`src/rtl/dec38_seq.sv`:
```
// ---------------------------------------------------------------------------
// dec38_seq
//   Sequential 3-to-8 decoder. 3-bit codes arrive over a valid/ready
//   handshake, are buffered in a small circular FIFO, and are replayed in
//   order as one-hot pulses on y. Each pulse lasts PULSE_LEN cycles and is
//   followed by a GAP_LEN-cycle gap where y is zero.
//
// Ports
//   clk       : clock, all state on rising edge
//   rst_n     : asynchronous active-low reset
//   in_valid  : in_code is valid this cycle
//   in_ready  : FIFO can accept a code this cycle (level != DEPTH)
//   in_code   : binary code 0..7
//   y         : one-hot decoded word, 8'h00 when idle or in gap
//   y_valid   : high exactly while y is non-zero
//   busy      : FSM not idle, or FIFO non-empty
//   level     : current FIFO occupancy
//   count     : number of codes popped, wraps modulo 2^CW
// ---------------------------------------------------------------------------
module dec38_seq #(
    parameter int DEPTH     = 4,
    parameter int PULSE_LEN = 2,
    parameter int GAP_LEN   = 1,
    parameter int CW        = 8
) (
    input  logic                     clk,
    input  logic                     rst_n,
    input  logic                     in_valid,
    output logic                     in_ready,
    input  logic [2:0]               in_code,
    output logic [7:0]               y,
    output logic                     y_valid,
    output logic                     busy,
    output logic [$clog2(DEPTH):0]   level,
    output logic [CW-1:0]            count
);

    localparam int AW   = $clog2(DEPTH);
    localparam int LW   = AW + 1;
    localparam int TMAX = (PULSE_LEN > GAP_LEN) ? PULSE_LEN : GAP_LEN;
    // tmr only ever holds values up to TMAX-1
    localparam int TW   = (TMAX > 1) ? $clog2(TMAX) : 1;

    typedef enum logic [1:0] {
        IDLE  = 2'd0,
        DRIVE = 2'd1,
        GAP   = 2'd2
    } state_t;

    // -----------------------------------------------------------------------
    // State
    // -----------------------------------------------------------------------
    state_t          state_reg;
    logic [TW-1:0]   tmr_reg;
    logic [7:0]      y_reg;
    logic            y_valid_reg;
    logic [CW-1:0]   count_reg;

    logic [2:0]      mem [DEPTH];
    logic [AW-1:0]   wr_ptr_reg;
    logic [AW-1:0]   rd_ptr_reg;
    logic [LW-1:0]   level_reg;

    // -----------------------------------------------------------------------
    // Handshake and pop decision, all from registered state
    // -----------------------------------------------------------------------
    logic            push;
    logic            pop;
    logic            fifo_nonempty;
    logic [2:0]      head_code;
    logic [7:0]      head_onehot;

    assign fifo_nonempty = (level_reg != '0);
    // Full FIFO refuses input even when it pops this edge.
    assign in_ready      = (level_reg != LW'(DEPTH));
    assign push          = in_valid && in_ready;
    // Pop from IDLE, or straight out of the last GAP cycle with no IDLE cycle.
    assign pop           = fifo_nonempty &&
                           ((state_reg == IDLE) ||
                            ((state_reg == GAP) && (tmr_reg == '0)));

    // The head must be visible in the same cycle the pop decision is made,
    // so the FIFO storage is read asynchronously (small distributed array).
    assign head_code = mem[rd_ptr_reg];

    genvar gi;
    generate
        for (gi = 0; gi < 8; gi++) begin : g_decode
            assign head_onehot[gi] = (head_code == 3'(gi));
        end
    endgenerate

    // -----------------------------------------------------------------------
    // FIFO storage: no reset needed, occupancy is tracked by level_reg.
    // -----------------------------------------------------------------------
    always_ff @(posedge clk) begin
        if (push) begin
            mem[wr_ptr_reg] <= in_code;
        end
    end

    // Pointers wrap naturally because DEPTH is a power of two.
    always_ff @(posedge clk or negedge rst_n) begin
        if (!rst_n) begin
            wr_ptr_reg <= '0;
            rd_ptr_reg <= '0;
            level_reg  <= '0;
        end else begin
            if (push) begin
                wr_ptr_reg <= wr_ptr_reg + AW'(1);
            end
            if (pop) begin
                rd_ptr_reg <= rd_ptr_reg + AW'(1);
            end
            case ({push, pop})
                2'b10:   level_reg <= level_reg + LW'(1);
                2'b01:   level_reg <= level_reg - LW'(1);
                default: level_reg <= level_reg;
            endcase
        end
    end

    // -----------------------------------------------------------------------
    // Output FSM. One down-counter times both the pulse and the gap.
    // -----------------------------------------------------------------------
    always_ff @(posedge clk or negedge rst_n) begin
        if (!rst_n) begin
            state_reg   <= IDLE;
            tmr_reg     <= '0;
            y_reg       <= '0;
            y_valid_reg <= 1'b0;
            count_reg   <= '0;
        end else begin
            if (pop) begin
                count_reg <= count_reg + CW'(1);
            end

            case (state_reg)
                IDLE: begin
                    if (pop) begin
                        y_reg       <= head_onehot;
                        y_valid_reg <= 1'b1;
                        tmr_reg     <= TW'(PULSE_LEN - 1);
                        state_reg   <= DRIVE;
                    end
                end

                DRIVE: begin
                    if (tmr_reg == '0) begin
                        y_reg       <= '0;
                        y_valid_reg <= 1'b0;
                        tmr_reg     <= TW'(GAP_LEN - 1);
                        state_reg   <= GAP;
                    end else begin
                        tmr_reg <= tmr_reg - TW'(1);
                    end
                end

                GAP: begin
                    if (tmr_reg == '0) begin
                        if (pop) begin
                            y_reg       <= head_onehot;
                            y_valid_reg <= 1'b1;
                            tmr_reg     <= TW'(PULSE_LEN - 1);
                            state_reg   <= DRIVE;
                        end else begin
                            state_reg <= IDLE;
                        end
                    end else begin
                        tmr_reg <= tmr_reg - TW'(1);
                    end
                end

                default: begin
                    state_reg   <= IDLE;
                    y_reg       <= '0;
                    y_valid_reg <= 1'b0;
                end
            endcase
        end
    end

    // -----------------------------------------------------------------------
    // Outputs
    // -----------------------------------------------------------------------
    assign y       = y_reg;
    assign y_valid = y_valid_reg;
    assign level   = level_reg;
    assign count   = count_reg;
    assign busy    = (state_reg != IDLE) || fifo_nonempty;

endmodule

```
`config.mk`:
```
export PLATFORM = sky130hd
export DESIGN_NAME = dec38_seq
export DESIGN_NICKNAME = d
export VERILOG_FILES = /design/src/rtl/dec38_seq.sv
export SDC_FILE = /design/constraint.sdc
export NUM_CORES = 1
export LEC_CHECK = 0
export ABC_AREA = 1
export BUFFER_PORTS_ARGS = -buffer_cell sky130_fd_sc_hd__buf_2
export CAP_MARGIN = 10
export CORE_MARGIN = 3
export CORE_UTILIZATION = 45
export DETAILED_ROUTE_END_ITERATION = 8
export PLACE_DENSITY = 0.68
export RECOVER_POWER = 100
export SLEW_MARGIN = 20
export SYNTH_ARGS = -nofsm -noshare
export SYNTH_HDL_FRONTEND = slang
export SYNTH_SLANG_ARGS = --single-unit
export TNS_END_PERCENT = 50
```
`constraint.sdc`:
```
create_clock -name clk -period 2.1 [get_ports clk]
set_input_delay 0.42 -clock clk [delete_from_list [all_inputs] [get_ports clk]]
set_output_delay 0.42 -clock clk [all_outputs]
set_load 0.005 [all_outputs]
```
### Yosys cells after proc, flatten, opt, wreduce, memory -nomap -nowiden

Memories as Yosys holds them, arrays and structs flattened.
Index checks and enable logic that the tools add are counted.

| storage, ports and cells | value |
|---|---|
| register bits | 27 |
| bits in writable memories | 12 |
| input bits | 6 |
| output and inout bits | 22 |
| word-level logic and storage cells | 66 |
| memories kept | 1 |

| operators by class | value |
|---|---|
| $add $sub $neg | 6 |
| eq/ne operators | 15 |
| muxes and demuxes | 21 |
| bitwise logic cells | 1 |
| reduce and logical (&&, ||, !) cells | 14 |

Memories:

| memory | words | width | rd ports | clocked after memory_dff | write ports | RTL line | text |
|---|---|---|---|---|---|---|---|
| mem | 4 | 3 | 1 | 0 | 1 | 59 | `logic [2:0] mem [DEPTH];` |

Operator list:

| operator | count |
|---|---|
| $mux 8 | 3 |
| $pmux 8 s3 | 1 |
| $eq 3x3->1 const B | 4 |
| $mux 1 | 10 |
| $add 8x1->8 const B | 1 |
| $eq 3x2->1 const B | 2 |
| $mux 2 | 3 |
| $ne 2x2->1 const B | 3 |
| $pmux 1 s3 | 2 |
| $pmux 2 s3 | 1 |
| $pmux 3 s2 | 1 |
| $reduce_bool 3->1 | 2 |
| $add 2x1->2 const B | 2 |
| $eq 2x1->1 const B | 2 |
| $eq 2x2->1 const B | 2 |
| $reduce_and 2->1 | 2 |
| $reduce_bool 2->1 | 2 |
| $add 3x1->3 const B | 1 |
| $eq 3x1->1 const B | 1 |
| $logic_and 1x1->1 | 3 |
| $logic_not 3->1 | 1 |
| $ne 3x3->1 const B | 1 |
| $reduce_and 3->1 | 1 |
| $sub 3x1->3 const B | 1 |
| 4 further kinds | 5 |

### Depth between registers and ports, before layout

| logic depth | value |
|---|---|
| depth after elaboration | 7 |
| mapped depth | 12 |
| gate-level depth less buffers | 11 |

### Least setup slack after synthesis

Ideal clock, no wire load.

| timing path | value |
|---|---|
| path type | register -> register |
| start point | reg level_reg[0] (netlist: level[0]) |
| end point | reg level_reg[2] (netlist: level[2]) |
| setup time | 0.079 ns |
| arrival time | 1.752 ns |
| required time | 2.021 ns |
| path slack | 0.269 ns |
| stages on the path, launching flop included | 13 |
| path buffers | 1 |
| period minus slack after synthesis | 1.831 ns |
| cells stage by stage | dfrtp_1 nor2_2 nand2_1 nand3_4 inv_2 buf_6 ha_1 inv_1 fa_1 nor2_1 nor2_1 nand2_1 xor2_1 |

| on the way | value |
|---|---|
| cells in the longest elaborated chain, start to end | 4 |
| elaborated cells between the ends (all ways) | 10 |
| those cells by class | add/sub (2); eq/ne (3); mux (1); reduce/logical (4) |

Ends and longest elaborated chain:

| item | RTL line | text |
|---|---|---|
| from (decl) | 62 | `logic [LW-1:0] level_reg;` |
| from (signal assigned) | 116 | `2'b10: level_reg <= level_reg + LW'(1);` |
| from (signal assigned) | 117 | `2'b01: level_reg <= level_reg - LW'(1);` |
| from (signal assigned) | 118 | `default: level_reg <= level_reg;` |
| $reduce_bool 3->1 (*) | 73 | `assign fifo_nonempty = (level_reg != '0);` |
| $logic_and 1x1->1 (*) | 78 | `assign pop = fifo_nonempty &&` |
| net pop | 68 | `logic pop;` |
| $eq 2x1->1 / $eq 2x2->1 (equally long branches) | 115 | `case ({push, pop})` |
| $pmux 3 s2 / $reduce_bool 2->1 (equally long branches) | - |  |

Mark *: on every way through the listed nets, which the timed path passes. The rest lies on a longest branch.
A chain may end at the register's enable or synchronous reset.

### Worst setup path after layout

| timing path | value |
|---|---|
| start point | reg level_reg[0] (netlist: level[0]) |
| end point | reg level_reg[2] (netlist: level[2]) |

| on the way | value |
|---|---|
| cells in the longest elaborated chain, start to end | 4 |
| elaborated cells between the ends (all ways) | 10 |
| those cells by class | add/sub (2); eq/ne (3); mux (1); reduce/logical (4) |

Ends and longest elaborated chain:

| item | RTL line |
|---|---|
| $ne 3x3->1 / $reduce_bool 3->1 (equally long branches) | 75, 73 |
| $logic_and 1x1->1, on equally long branches | 76, 78 |
| $eq 2x1->1 / $eq 2x2->1 (equally long branches) | 115 |
| $pmux 3 s2 / $reduce_bool 2->1 (equally long branches) | - |

Parallel ways exist; a longest one is shown, timed or not.

==> results by stage <==
Power:
- The leakage dissipation is 1.149 nW.
- The net switching share of the total power is 0.4265.
- In this run the power density over the cells is 1509 nW/um2.
- The part of the total power dissipated in sequential elements is 0.391.
- VDD sags by at most 0.0008840 V.
- Of the total power, the clock network draws 0.156.
- Internal power comes to 1.915 mW.
- The reported net switching power is about 1.4 mW.
- Of the total power, combinational logic draws 0.453.

Critical path:
- The startpoint identified for the worst register-to-register timing path is level[0]$_DFFE_PN0P_.
- The type of element launching the critical path is a register.
- Across all register-to-register paths, the minimum setup slack is 0.23 ns.
- The critical path is of the reg -> reg type.
- The endpoint of the most critical register-to-register path is level[2]$_DFFE_PN0P_.
- The element type at the critical path end is a register.
- The most critical setup path has its startpoint at level[0]$_DFFE_PN0P_.
- Measured in cells, the most critical reg-to-reg path has a length of 11.
- The end point of the critical path is level[2]$_DFFE_PN0P_.
- At the worst endpoint, the required time is 2.31 ns.
- The data arrival time at the worst-slack endpoint is 2.08 ns.
- Along the worst path, the maximum fanout reaches 9.

Floorplanning:
- In this run the vertical extent of the chip is 71.37 um.
- The number of rows in the core area is 23.
- The width of the chip is 71.37 um.
- The die covers between 5000 and 6000 um2.
- The I/O pin count is 28.
- The initial core utilization is 0.4739.
- The total area inside the core boundary comes to 4058 um2.

Synthesis:
- Synthesis instantiated 25 different standard cells from the library.
- The proportion of register bits with asynchronous set or reset after synthesis is 0.6923.
- After synthesis the netlist holds a flip-flop and latch count of 39.
- Of the total synthesized cell area, the portion taken by AND, OR, NAND and NOR gates is 0.2954.
- The area fraction of the dominant cell type after synthesis is 0.3513.
- Counting instances in the post-synthesis netlist gives the leading cell types as sky130_fd_sc_hd__nand2_1, sky130_fd_sc_hd__dfrtp_1, sky130_fd_sc_hd__inv_1.
- The portion of netlist area occupied by mux cells is 0.
- The number of instances in the synthesized netlist is 217.
- By area the synthesized netlist is led by sky130_fd_sc_hd__dfrtp_1, sky130_fd_sc_hd__edfxtp_1, sky130_fd_sc_hd__nand2_1.
- The dominant combinational cell family by area after synthesis is simple AND/OR/NAND/NOR gates.
- Of the total synthesized cell area, the portion taken by full adders, half adders and majority gates is 0.04945.
- The complex-gate fraction of the synthesized area is 0.01757.
- The xor/xnor cell area share of the yosys netlist is 0.03643.
- For this run, the register share of the synthesized area comes to 0.5387.
- Yosys mapped a number of flops with a built-in enable equal to 12.
- Of all cell types, the one taking the most synthesized area is sky130_fd_sc_hd__dfrtp_1.
- The most common cell in the synthesized netlist is sky130_fd_sc_hd__nand2_1.
- A synthesized cell averages 8.862 um2.
- The mapped netlist covers 1923 um2.
- For this run, the number of Yosys warnings is 0.
- When the netlist entered floorplanning its net count stood at 230.
- Among all flip-flop cells after synthesis, the most frequent one is sky130_fd_sc_hd__dfrtp_1.

Clock network:
- The number of clock buffers added by TritonCTS is 5.
- TritonCTS built the clock tree.
- The clock drives 39 sinks.
- The clock insertion delay at the later pin of the skew report is 0.29 ns.
- The level count of the clock H-tree is 2.
- The clock passes through at most 2 buffers.
- The clock tree root driver cell is sky130_fd_sc_hd__clkbuf_8.
- After clock tree synthesis, the clock-pin slew on the worst setup and hold paths is roughly 0.07 ns.

Layout:
- The flip-flop count of the largest register after layout is 12.
- The finished cells cover 2212 um2.
- The number of antenna diodes in the final layout is 0.
- The net count reported at finish is between 200 and 300.
- Relative to the synthesized area, the layout overhead comes to 15.03%.
- The fraction of layout cells with a size suffix above 1 is 0.1833.

Detailed routing:
- The violation count after the first detailed-routing iteration is 73.
- The detail route stage leaves a number of antenna-violating nets equal to 0.
- The average via count per standard cell is 4.731.
- In the final routing, the length of wire on met1 measures about 1600 um.
- The routed design uses 1538 um of met2 wire.
- The routed length per instance is 11.14 um.
- The number of design rule violations left after detail routing is 0.
- The uppermost metal layer occupied by signal nets is met4.
- The first-pass iteration count of the detailed router is 4.
- The routed layout has 1424 vias.
- The routed wire length on met3 is between 150 and 200 um.
- For this block, the routed nets add up to 3354 um of wire.

Placed design:
- The congestion estimate from routability-driven global placement came to roughly 0.78.
- The HPWL reported at the end of detailed placement is 2487 um.
- The quantity of I/O buffers inserted on ports is 27.
- Once placement finished, the instance area stood at 2105 um2.

Global routing:
- The first-pass GRT wire length is 5920 um.
- The number of global-route vias before repair is 1340.
- The pin count of the biggest net entering global routing is 28.
- For this run, the total global-route usage over all layers was measured as 0.1480.
- After global routing the overflow that remains totals 0.
- The initial antenna violation count is 0.

STA:
- The total setup violations reported at the end of the flow is 0.
- In the finished design, the share of the clock period the worst path needs comes to 0.8897.
- For the pin with the worst max-slew slack, the measured transition is between 1 and 1.5 ns.
- The count of final max-slew check failures is 0.
- The clock arrives with 0.004796 ns of skew.
- After routing, the total negative slack on setup checks comes to 0 ns.
- Timing would allow up to 535.2 MHz.
- In this run the tightest slew margin relative to its limit is 0.05859.
- For the finished layout, the period the worst path requires is 1.868 ns.
- The hold violation total from the final report was 0.

Min path:
- The worst min-delay path category is in -> reg.

Status:
- The run finished with clean final reports.

Job:
- The tool flagged a number of max-cap violations equal to 0.
-- power groups by stage --
stage	Clock, mW	Sequential [mW]	Combinational, mW
floorplan	0	1.26	1.14
global placement	0	1.31	1.47
detailed placement	0	1.32	1.50
finish	0.520	1.31	1.51
CTS	0.538	1.31	1.51
global route	0.572	1.34	1.77
-- cells in the final DEF, fill, tap and decap left out, types with 2 or more instances in the layout --
cell,synthesis,final
sky130_fd_sc_hd__a21oi_1,2,2
sky130_fd_sc_hd__ha_1,6,6
sky130_fd_sc_hd__nor2_1,17,17
sky130_fd_sc_hd__inv_2,3,3
sky130_fd_sc_hd__buf_4,1,2
sky130_fd_sc_hd__nand2_1,84,84
sky130_fd_sc_hd__nor2_2,3,2
sky130_fd_sc_hd__buf_2,1,23
sky130_fd_sc_hd__clkbuf_8,0,6
sky130_fd_sc_hd__dfrtp_1,27,27
sky130_fd_sc_hd__inv_1,21,21
sky130_fd_sc_hd__xor2_1,6,6
sky130_fd_sc_hd__nand3_4,2,2
sky130_fd_sc_hd__nor3_1,2,2
sky130_fd_sc_hd__nor2_4,1,2
sky130_fd_sc_hd__xnor2_1,2,2
sky130_fd_sc_hd__nand3_1,16,16
sky130_fd_sc_hd__nand3_2,2,2
sky130_fd_sc_hd__clkbuf_1,0,5
sky130_fd_sc_hd__edfxtp_1,12,12
sky130_fd_sc_hd__o21ai_0,3,3
-- cell families after synthesis --
group                    after synthesis
AND/OR/NAND/NOR                      129
flip-flops                            39
buffers and inverters                 28
XOR/XNOR                               8
adder cells (fa/ha/maj)                7
AO/OA/AOI/OAI                          6
-- how the worst min path moves through the flow --
| stage | startpoint | endpoint | slack, ns | cells past startpoint |
|---|---|---|---|---|
| finish | in_code[1] | mem[0][1]$_DFFE_PP_ | 0.39 | 1 |
| global route | in_code[0] | mem[2][0]$_DFFE_PP_ | 0.41 | 1 |
| CTS | rst_n | y[1]$_DFFE_PN0P_ | 0.15 | 1 |
| detailed placement | y[1]$_DFFE_PN0P_ | y[1]$_DFFE_PN0P_ | 0.46 | 2 |
| global placement | rst_n | y[6]$_DFFE_PN0P_ | 0.46 | 1 |
| floorplan | rst_n | count[0]$_DFFE_PN0P_ | 0.12 | 0 |
-- routing by layer --
layer  up-vias  GRT usage
li1        743          -
met1       647     0.2048
met2        29     0.2235
met3         5    0.04769
met4         0    0.04384
met5         -          0
-- per-stage QoR --
step | power [mW] | hold slack, ns | setup WS [ns] | utilization | std cells
final | 3.339 | 0.3937 | 0.2317 | 0.5452 | 301
after global routing | 3.683 | 0.4121 | -0.005490 | 0.5452 | 301
after CTS | 3.350 | 0.1521 | 0.1569 | 0.5421 | 300
after detailed placement | 2.818 | 0.4602 | 0.1727 | 0.5187 | 292
after global placement | 2.780 | 0.4598 | 0.2788 | 0.5187 | 292
after floorplan | 2.405 | 0.1244 | 0.2692 | - | 217
-- worst max-delay path, stage by stage (launching register included) --
cell                      delay, ns
sky130_fd_sc_hd__dfrtp_1       0.44
sky130_fd_sc_hd__nor2_4        0.06
sky130_fd_sc_hd__nand2_1       0.11
sky130_fd_sc_hd__nand3_4       0.14
sky130_fd_sc_hd__inv_2         0.09
sky130_fd_sc_hd__ha_1          0.14
sky130_fd_sc_hd__inv_1         0.07
sky130_fd_sc_hd__fa_1          0.39
sky130_fd_sc_hd__nor2_1        0.11
sky130_fd_sc_hd__nor2_1        0.04
sky130_fd_sc_hd__nand2_1       0.07
sky130_fd_sc_hd__xor2_1        0.14
-- repair_timing --
item,CTS,global route
hold buffers,0,0
endpoints found under the setup margin,0,1
buffers inserted,0,1
endpoints found under the hold margin,0,0
resized for setup,0,2
-- final cells by class --
type	instances	area [um2]
Fill cell	379	1846
Sequential cell	39	1036
Multi-Input combinational cell	150	777.0
Tap cell	50	62.56
Clock buffer	7	86.33
Inverter	25	96.34
Timing Repair Buffer	29	145.1
Clock inverter	1	8.758
No activity file was read; power rests on OpenSTA's default activity.
